## src/rtl/bus_demux_buffer_if.sv

```systemverilog
// Bus-side and consumer-side signals of the two-channel demultiplexing buffer.
// The slave modport is the buffer's view; master is the bus driver / consumers.
interface bus_demux_buffer_if #(
    parameter int WIDTH = 8,
    parameter int DEPTH = 2
);
    localparam int CW = $clog2(DEPTH) + 1;

    logic             in_valid;
    logic             in_ready;
    logic [WIDTH-1:0] in_data;
    logic             in_sel;
    logic             q1_valid;
    logic             q1_ready;
    logic [WIDTH-1:0] q1_data;
    logic [CW-1:0]    q1_count;
    logic             q2_valid;
    logic             q2_ready;
    logic [WIDTH-1:0] q2_data;
    logic [CW-1:0]    q2_count;

    modport slave (
        input  in_valid, in_data, in_sel, q1_ready, q2_ready,
        output in_ready, q1_valid, q1_data, q1_count, q2_valid, q2_data, q2_count
    );

    modport master (
        output in_valid, in_data, in_sel, q1_ready, q2_ready,
        input  in_ready, q1_valid, q1_data, q1_count, q2_valid, q2_data, q2_count
    );
endinterface

```

## src/rtl/bus_demux_buffer.sv

```systemverilog
// Steers each bus word to one of two FIFO-buffered channels (sel=0 -> ch1, sel=1 -> ch2).
// Per-channel occupancy count is the only full/empty indicator; pointers wrap naturally.
module bus_demux_buffer #(
    parameter int WIDTH = 8,
    parameter int DEPTH = 2
) (
    input logic              clk,
    input logic              rst_n,
    bus_demux_buffer_if.slave bus
);
    localparam int CW = $clog2(DEPTH) + 1;
    localparam int PW = $clog2(DEPTH);
    localparam logic [CW-1:0] FULL = CW'(DEPTH);

    logic [WIDTH-1:0] mem1 [DEPTH];
    logic [WIDTH-1:0] mem2 [DEPTH];
    logic [PW-1:0]    wr1, rd1, wr2, rd2;
    logic [CW-1:0]    cnt1, cnt2;
    logic             push1, push2, pop1, pop2;
    logic             rdy;

    // Readiness looks only at the selected channel's occupancy, so a full channel
    // never blocks the other and a same-cycle pop never frees a slot early.
    always_comb begin
        rdy   = bus.in_sel ? (cnt2 != FULL) : (cnt1 != FULL);
        push1 = bus.in_valid && rdy && !bus.in_sel;
        push2 = bus.in_valid && rdy &&  bus.in_sel;
        pop1  = (cnt1 != '0) && bus.q1_ready;
        pop2  = (cnt2 != '0) && bus.q2_ready;
    end

    always_ff @(posedge clk or negedge rst_n) begin
        if (!rst_n) begin
            wr1  <= '0;
            rd1  <= '0;
            cnt1 <= '0;
        end else begin
            if (push1) wr1 <= wr1 + PW'(1);
            if (pop1)  rd1 <= rd1 + PW'(1);
            if (push1 && !pop1)      cnt1 <= cnt1 + CW'(1);
            else if (pop1 && !push1) cnt1 <= cnt1 - CW'(1);
        end
    end

    always_ff @(posedge clk or negedge rst_n) begin
        if (!rst_n) begin
            wr2  <= '0;
            rd2  <= '0;
            cnt2 <= '0;
        end else begin
            if (push2) wr2 <= wr2 + PW'(1);
            if (pop2)  rd2 <= rd2 + PW'(1);
            if (push2 && !pop2)      cnt2 <= cnt2 + CW'(1);
            else if (pop2 && !push2) cnt2 <= cnt2 - CW'(1);
        end
    end

    // Storage is deliberately not reset; the zero count masks stale entries.
    always_ff @(posedge clk) begin
        if (push1) mem1[wr1] <= bus.in_data;
        if (push2) mem2[wr2] <= bus.in_data;
    end

    always_comb begin
        bus.in_ready = rdy;
        bus.q1_valid = (cnt1 != '0);
        bus.q2_valid = (cnt2 != '0);
        bus.q1_data  = (cnt1 != '0) ? mem1[rd1] : '0;
        bus.q2_data  = (cnt2 != '0) ? mem2[rd2] : '0;
        bus.q1_count = cnt1;
        bus.q2_count = cnt2;
    end
endmodule

```

## src/flat_wrapper.sv

```systemverilog
// flat-port wrapper written by rule: the top's interface ports become plain ports
module bus_demux_buffer_flat 
#(
    parameter int WIDTH = 8,
    parameter int DEPTH = 2
)
  (clk, rst_n, bus_in_valid, bus_in_data, bus_in_sel, bus_q1_ready, bus_q2_ready, bus_in_ready, bus_q1_valid, bus_q1_data, bus_q1_count, bus_q2_valid, bus_q2_data, bus_q2_count);
  bus_demux_buffer_if #(.WIDTH(WIDTH), .DEPTH(DEPTH)) bus_i ();
  input logic clk;
  input logic rst_n;
  input wire logic [$bits(bus_i.in_valid)-1:0] bus_in_valid;
  input wire logic [$bits(bus_i.in_data)-1:0] bus_in_data;
  input wire logic [$bits(bus_i.in_sel)-1:0] bus_in_sel;
  input wire logic [$bits(bus_i.q1_ready)-1:0] bus_q1_ready;
  input wire logic [$bits(bus_i.q2_ready)-1:0] bus_q2_ready;
  output wire logic [$bits(bus_i.in_ready)-1:0] bus_in_ready;
  output wire logic [$bits(bus_i.q1_valid)-1:0] bus_q1_valid;
  output wire logic [$bits(bus_i.q1_data)-1:0] bus_q1_data;
  output wire logic [$bits(bus_i.q1_count)-1:0] bus_q1_count;
  output wire logic [$bits(bus_i.q2_valid)-1:0] bus_q2_valid;
  output wire logic [$bits(bus_i.q2_data)-1:0] bus_q2_data;
  output wire logic [$bits(bus_i.q2_count)-1:0] bus_q2_count;
  assign bus_i.in_valid = bus_in_valid;
  assign bus_i.in_data = bus_in_data;
  assign bus_i.in_sel = bus_in_sel;
  assign bus_i.q1_ready = bus_q1_ready;
  assign bus_i.q2_ready = bus_q2_ready;
  assign bus_in_ready = bus_i.in_ready;
  assign bus_q1_valid = bus_i.q1_valid;
  assign bus_q1_data = bus_i.q1_data;
  assign bus_q1_count = bus_i.q1_count;
  assign bus_q2_valid = bus_i.q2_valid;
  assign bus_q2_data = bus_i.q2_data;
  assign bus_q2_count = bus_i.q2_count;
  bus_demux_buffer #(.WIDTH(WIDTH), .DEPTH(DEPTH)) u_core (.clk(clk), .rst_n(rst_n), .bus(bus_i));
endmodule
```

## config.mk

```make
export PLATFORM = sky130hd
export DESIGN_NAME = bus_demux_buffer_flat
export DESIGN_NICKNAME = d
export VERILOG_FILES = /design/src/rtl/bus_demux_buffer_if.sv /design/src/rtl/bus_demux_buffer.sv /design/src/flat_wrapper.sv
export SDC_FILE = /design/constraint.sdc
export NUM_CORES = 1
export LEC_CHECK = 0
export ABC_AREA = 1
export BUFFER_PORTS_ARGS = -buffer_cell sky130_fd_sc_hd__buf_2
export CORE_MARGIN = 2
export CORE_UTILIZATION = 57
export CTS_CLUSTER_SIZE = 10
export DETAILED_ROUTE_END_ITERATION = 12
export PLACE_DENSITY = 0.83
export SETUP_SLACK_MARGIN = 0.3
export SLEW_MARGIN = 20
export SYNTH_ARGS = -nofsm -noshare
export SYNTH_HDL_FRONTEND = slang
export SYNTH_SLANG_ARGS = --single-unit
```

## constraint.sdc

```tcl
create_clock -name clk -period 3.5 [get_ports clk]
set_input_delay 0.7 -clock clk [delete_from_list [all_inputs] [get_ports clk]]
set_output_delay 0.7 -clock clk [all_outputs]
set_load 0.005 [all_outputs]
```

==> run summary, run 1 <==
outcome: complete, no violations
syn_nets: 151
post-layout min period: 2.13 ns
Area Overhead vs Synth: 17.2%
total die area: 3390 um^2
Final period util: 61.0%
vias per inst: 5.20
# hold bufs at CTS: 0
max incr delay on CP: 0.49 ns
RSZ-0062 raised after global routing: false
clock sink count: 40
M3 GR Usage: 6.47%
Fmax achieved: 469 MHz
dominant cell by count in the synthesized netlist: nand2_1
Most Crowded Layer GR: met2
largest net degree at the start of global routing: 14
Hold/Removal Path Class: in2async
Main synth FF type: edfxtp_1
IO Port Bufs: 36
CP Capture Type: primary output
initial DRC count: 34
synth top area cells: edfxtp_1 57%, dfrtp_1 12%, nand2_1 8.3%, a21oi_1 4.8%, xnor2_1 2.1%
YS warnings: 0
dominant cell type by area after synthesis: edfxtp_1
mapped cell area: 1680 um^2
vias in the first global route: 1051
chip height: 58.3 um
DRC: 0
Layout Nets: 192
ys async rst share: 20.0%
crit start category: flip-flop
via count: 1081
endpoints failing hold: 0
top cell types by occurrence after synthesis: 37 x nand2_1, 32 x edfxtp_1, 16 x a21oi_1, 8 x dfrtp_1
Initial Util: 60.3%
I/O Pins: 37
Lkg Pwr: 0.837 nW
row count: 19
first-pass GRT wire length: 4690 um
gpl congestion: 0.774
Yosys cell types: 19
skew final: 0.00856 ns
initial antenna violation count: 0
Max-slew headroom: 58.1%
ANT nets after route: 0
CTS tree: yes
Clk pin slew, worst setup/hold paths: 0.11 ns
CTS max path bufs: 2
GRT met2 Usage: 31.5%
CP max FO: 9
Post-synth EDFFs: 32
post-CTS setup buffer count: 0
Congestion Overflow GR: 0
CP cell instances: inv_2 > nand2_1 > a21oi_1 > buf_2
wire length per cell: 13.6 um
final worst setup slack: 1.37 ns
Max IR drop VDD: 0.579 mV
final setup fails: 0
GRT Total Usage: 19.0%
final core utilization: 70.7%
Slowest-stage cell, CP: dfrtp_1
PostCTS Resize Cnt: 0
HPWL after DPL: 2220 um
Die W: 58.3 um
CTS Buf Count: 5
Cells after Synth: 135
Clock Latency Late Sink: 0.33 ns
Crit path arrival time: 1.43 ns
crit path kind: reg2out
# H-tree levels: 2
Clock Root Buffer: clkbuf_4
Cell Pwr Density: 797 nW/um^2
Placement Setup Slack: 1.54 ns
worst-margin pin slew: 0.627 ns
top-area cell type share of the netlist area: 57.3%
detailed-router iteration count before antenna repair: 5
Mapped Avg Cell Area: 12.4 um^2
max_cap viols: 0
RR Startpoint: u_core.bus.q2_count[0]
sequential cell area fraction in the yosys report: 69.2%
met1 global-route usage: 23.1%
Antenna diodes: 0
Critical Path Start: u_core.rd1
Max Slew Vio Count: 0
share of layout cells above drive strength 1: 35.6%
setup TNS: 0 ns
final wirelength: 2830 um
Synth Register Bits: 40
core area: 2780 um^2
CP required: 2.80 ns
[cell usage in the layout, fill, tap and decap left out, types with 2 or more instances in the layout]
cell and count:
nand2_4 2, nor2_4 2, dfrtp_1 8, xnor2_1 4, nand2_1 37, inv_1 5
buf_2 36, inv_2 7, nor2_1 7, clkbuf_4 5, nand2_2 3, ha_1 2
nand3_2 2, edfxtp_1 32, xor2_2 2, a21oi_1 16
[routing by layer]
layer  routed length (um)  share of wire (%)
met5                    0                  0
met1                 1200                 42
met2                 1500                 53
met3                  124                4.4
met4                   10               0.35
[flip-flops by register name, summed over array words and instances (netlist names)]
signal	cells
u_core.rd1	1
u_core.wr2	1
u_core.bus.q1_count	2
u_core.bus.q2_count	2
u_core.mem1	16
u_core.wr1	1
u_core.rd2	1
u_core.mem2	16
[critical path, delay by kind of cell, from the launching register on]
family | cells | cell delay, ns
compound gates | 1 | 0.17
buf+inv | 2 | 0.34
flops | 1 | 0.49
simple gates | 1 | 0.10
[through the flow]
stage          hold WS (ns)  total power [mW]  instances  area, um^2
2_1_floorplan         0.404              1.07        135        1680
3_3_place_gp          0.490              1.27        200        1890
3_5_place_dp          0.496              1.30        200        1890
4_1_cts               0.185              1.59        208        1970
5_1_grt               0.176              1.67        208        1970
6_report              0.195              1.57        208        1970
[power breakdown]
part           switching (mW)  internal, mW  total (mW)
Combinational           0.326         0.246       0.572
Clock                   0.138         0.149       0.287
Sequential             0.0936         0.614       0.708
Total                   0.558          1.01        1.57
[logic make-up (layout without fill, tap and decap cells)]
family          count (synthesis)  count (layout)  synth area share (%)
compound gates                 17              17                  5.07
xor+xnor                        7               7                  4.55
fa+ha+maj                       2               2                  1.49
buf+inv                        15              57                  3.58
flops                          40              40                  69.2
simple gates                   54              54                  16.1
[layout make-up]
| cell class | count | area (um^2) |
|---|---|---|
| clock buffer | 5 | 37.5 |
| timing repair buffer | 36 | 180 |
| multi-input combinational | 80 | 457 |
| inverter | 13 | 50.0 |
| clock inverter | 3 | 42.5 |
| sequential | 40 | 1160 |
| fill | 185 | 815 |
| tap | 31 | 38.8 |
[path summary, 6_finish.rpt]
| kind | to | slack [ns] | cells after the start |
|---|---|---|---|
| max | bus_q1_data[1] | 1.37 | 4 |
| min | u_core.bus.q1_count[1] | 0.19 | 1 |
| max reg2reg | u_core.bus.q1_count[1] | 1.85 | 8 |
| min reg2reg | u_core.wr1 | 0.55 | 2 |
| max in group asynchronous | u_core.rd2 | 3.13 | 1 |
| min in group clk | u_core.wr1 | 0.55 | 2 |
(Power assumes the default switching activity.)
==> run 2: changes to the inputs <==
Settings changed: ABC_AREA 1 to 0, CORE_UTILIZATION 57 to 52, PLACE_DENSITY 0.83 to 0.77.
Clock period 3.5 ns to 2.2 ns, I/O delays scaled along.
==> run summary, run 2 <==
outcome: complete, no violations
wire length per cell: 15.6 um
Main synth FF type: edfxtp_1
synth top area cells: edfxtp_1 59%, dfrtp_1 12%, mux2i_1 9.9%, nor2_1 4.4%, xnor2_1 2.7%
CTS Buf Count: 5
vias in the first global route: 905
Congestion Overflow GR: 0
final setup fails: 0
endpoints failing hold: 0
Final period util: 83.0%
clock sink count: 40
sequential cell area fraction in the yosys report: 71.5%
final wirelength: 2850 um
chip height: 59.9 um
ANT nets after route: 0
final core utilization: 65.8%
Max Slew Vio Count: 0
RSZ-0062 raised after global routing: false
Antenna diodes: 0
worst-margin pin slew: 0.416 ns
dominant cell by count in the synthesized netlist: edfxtp_1
Yosys cell types: 19
CP max FO: 6
design area: 1980 um^2
Clk pin slew, worst setup/hold paths: 0.11 ns
dominant cell type by area after synthesis: edfxtp_1
crit path kind: reg2out
CP required: 1.76 ns
Lkg Pwr: 0.838 nW
Cell Pwr Density: 1280 nW/um^2
Cells after DPL: 172
worst hold path cell count: 1
DRC: 0
share of layout cells above drive strength 1: 38.7%
YS warnings: 0
Clock Latency Late Sink: 0.34 ns
largest net degree at the start of global routing: 13
I/O Pins: 37
Post-synth EDFFs: 32
Clock Root Buffer: clkbuf_4
GRT Total Usage: 18.2%
Hold Path End: u_core.mem1[0][5]
ys async rst share: 20.0%
first-pass GRT wire length: 4430 um
gpl congestion: 0.731
max incr delay on CP: 0.47 ns
delay-heaviest family, CP: flip-flops
R2R Setup Slk: 0.66 ns
max_cap viols: 0
top cell types by occurrence after synthesis: 32 x edfxtp_1, 19 x nor2_1, 16 x mux2i_1, 8 x dfrtp_1, 5 x xnor2_1
post-layout min period: 1.83 ns
commonest non-fill, non-tap cells in the layout: 36 x buf_2, 32 x edfxtp_1, 19 x nor2_1, 16 x mux2i_1
Hold/Removal Path Class: in2reg
HP Start: bus_in_data[5]
setup TNS: 0 ns
HPWL after DPL: 2030 um
RR Startpoint: u_core.bus.q2_count[0]
top-area cell type share of the netlist area: 59.2%
mapped cell area: 1620 um^2
CTS tree: yes
Fmax achieved: 548 MHz
final cell count without fillers: 183
Buf/Inv on CP: 1
row count: 20
Mapped Avg Cell Area: 15.6 um^2
Largest regs: u_core.mem1: 16 flops, u_core.mem2: 16 flops
core area: 3000 um^2
Worst R2R End: u_core.mem2[0][2]
Cells after Synth: 104
FF-to-FF path depth: 3
Max-slew headroom: 72.2%
CTS max path bufs: 2
total die area: 3580 um^2
initial antenna violation count: 0
Synth Register Bits: 40
Layout Nets: 165
commonest non-fill, non-tap cell in the layout: buf_2
CP cell instances: nand2b_1 > mux2_2 > buf_2
IO Port Bufs: 36
via count: 926
placed cell areas: 1840 um^2
Slowest-stage cell, CP: dfrtp_2
Crit path arrival time: 1.39 ns
Max IR drop VDD: 0.770 mV
detailed-router iteration count before antenna repair: 4
crit start category: flip-flop
vias per inst: 5.06
# H-tree levels: 2
syn_nets: 120
Initial Util: 54.0%
Area Overhead vs Synth: 21.8%
skew final: 0.00726 ns
initial DRC count: 20
Die W: 59.9 um
CP Capture Type: primary output
-- run 2: changes by cell type after synthesis, moves of 3 or more --
cell	change
mux2i_1	+16
nand2_1	-37
xor2_1	+3
inv_2	-6
nand2_2	-3
a21oi_1	-16
nor2_1	+12
inv_1	-3
-- run 2: per-stage QoR --
| step | hold slack [ns] | total power, mW | setup slack, ns |
|---|---|---|---|
| 2_1_floorplan | 0.144 | 1.64 | 0.736 |
| 3_3_place_gp | 0.292 | 1.94 | 0.644 |
| 3_5_place_dp | 0.297 | 1.98 | 0.549 |
| 4_1_cts | 0.300 | 2.51 | 0.313 |
| 5_1_grt | 0.295 | 2.70 | 0.316 |
| 6_report | 0.313 | 2.53 | 0.374 |
-- run 2: area by class of cell --
| type | instances | area (um^2) |
|---|---|---|
| Clock buffer | 7 | 65.1 |
| Clock inverter | 1 | 30.0 |
| Fill cell | 228 | 1030 |
| Inverter | 3 | 11.3 |
| Multi-Input combinational cell | 59 | 450 |
| Sequential cell | 40 | 1170 |
| Tap cell | 33 | 41.3 |
| Timing Repair Buffer | 40 | 213 |
-- run 2: power by group --
part	leakage (nW)	internal (mW)	total (mW)	switching [mW]
clock network	0.0515	0.302	0.523	0.221
registers	0.382	0.989	1.19	0.197
logic	0.405	0.442	0.822	0.380
-- run 2: cells by family (layout without fill, tap and decap cells) --
family / Yosys count / in the layout / share of synthesized area (%)
AO/OA/AOI/OAI: 2 / 2 / 0.617
XOR/XNOR: 10 / 10 / 5.86
adder cells (fa/ha/maj): 2 / 2 / 1.54
buffers and inverters: 5 / 51 / 1.31
flip-flops: 40 / 40 / 71.5
multiplexers: 17 / 17 / 10.6
AND/OR/NAND/NOR: 28 / 28 / 8.56
-- run 2: worst register-to-register path, stage by stage, from the launching register on --
cell      delay (ns)
dfrtp_2         0.45
nand2b_1        0.16
and3_4          0.22
and2b_1         0.39
-- run 2: routing by layer --
layer  part of all wire (%)  global-route usage (%)
met1                     44                    22.4
met4                    1.7                    7.62
met2                     49                    29.2
met3                    5.2                    6.49
met5                      0                       0
-- run 2: worst max-delay path by stage --
stage | start | to | slack, ns | depth (start not counted)
global placement | bus_in_sel | u_core.mem1[1][4] | 0.64 | 4
detailed placement | bus_in_sel | u_core.mem1[1][5] | 0.55 | 4
global route | u_core.bus.q1_count[0] | bus_in_ready | 0.32 | 3
floorplan | u_core.bus.q1_count[0] | u_core.mem1[0][0] | 0.74 | 3
CTS | u_core.bus.q1_count[0] | bus_q1_data[0] | 0.31 | 3
finish | u_core.bus.q2_count[0] | bus_in_ready | 0.37 | 3
-- run 2: what timing repair did --
item	in CTS	in global routing
gates cloned	0	0
hold buffers	1	0
gates resized for setup	2	4
setup endpoints to repair	14	19
endpoints found under the hold margin	8	0
setup buffers	0	2
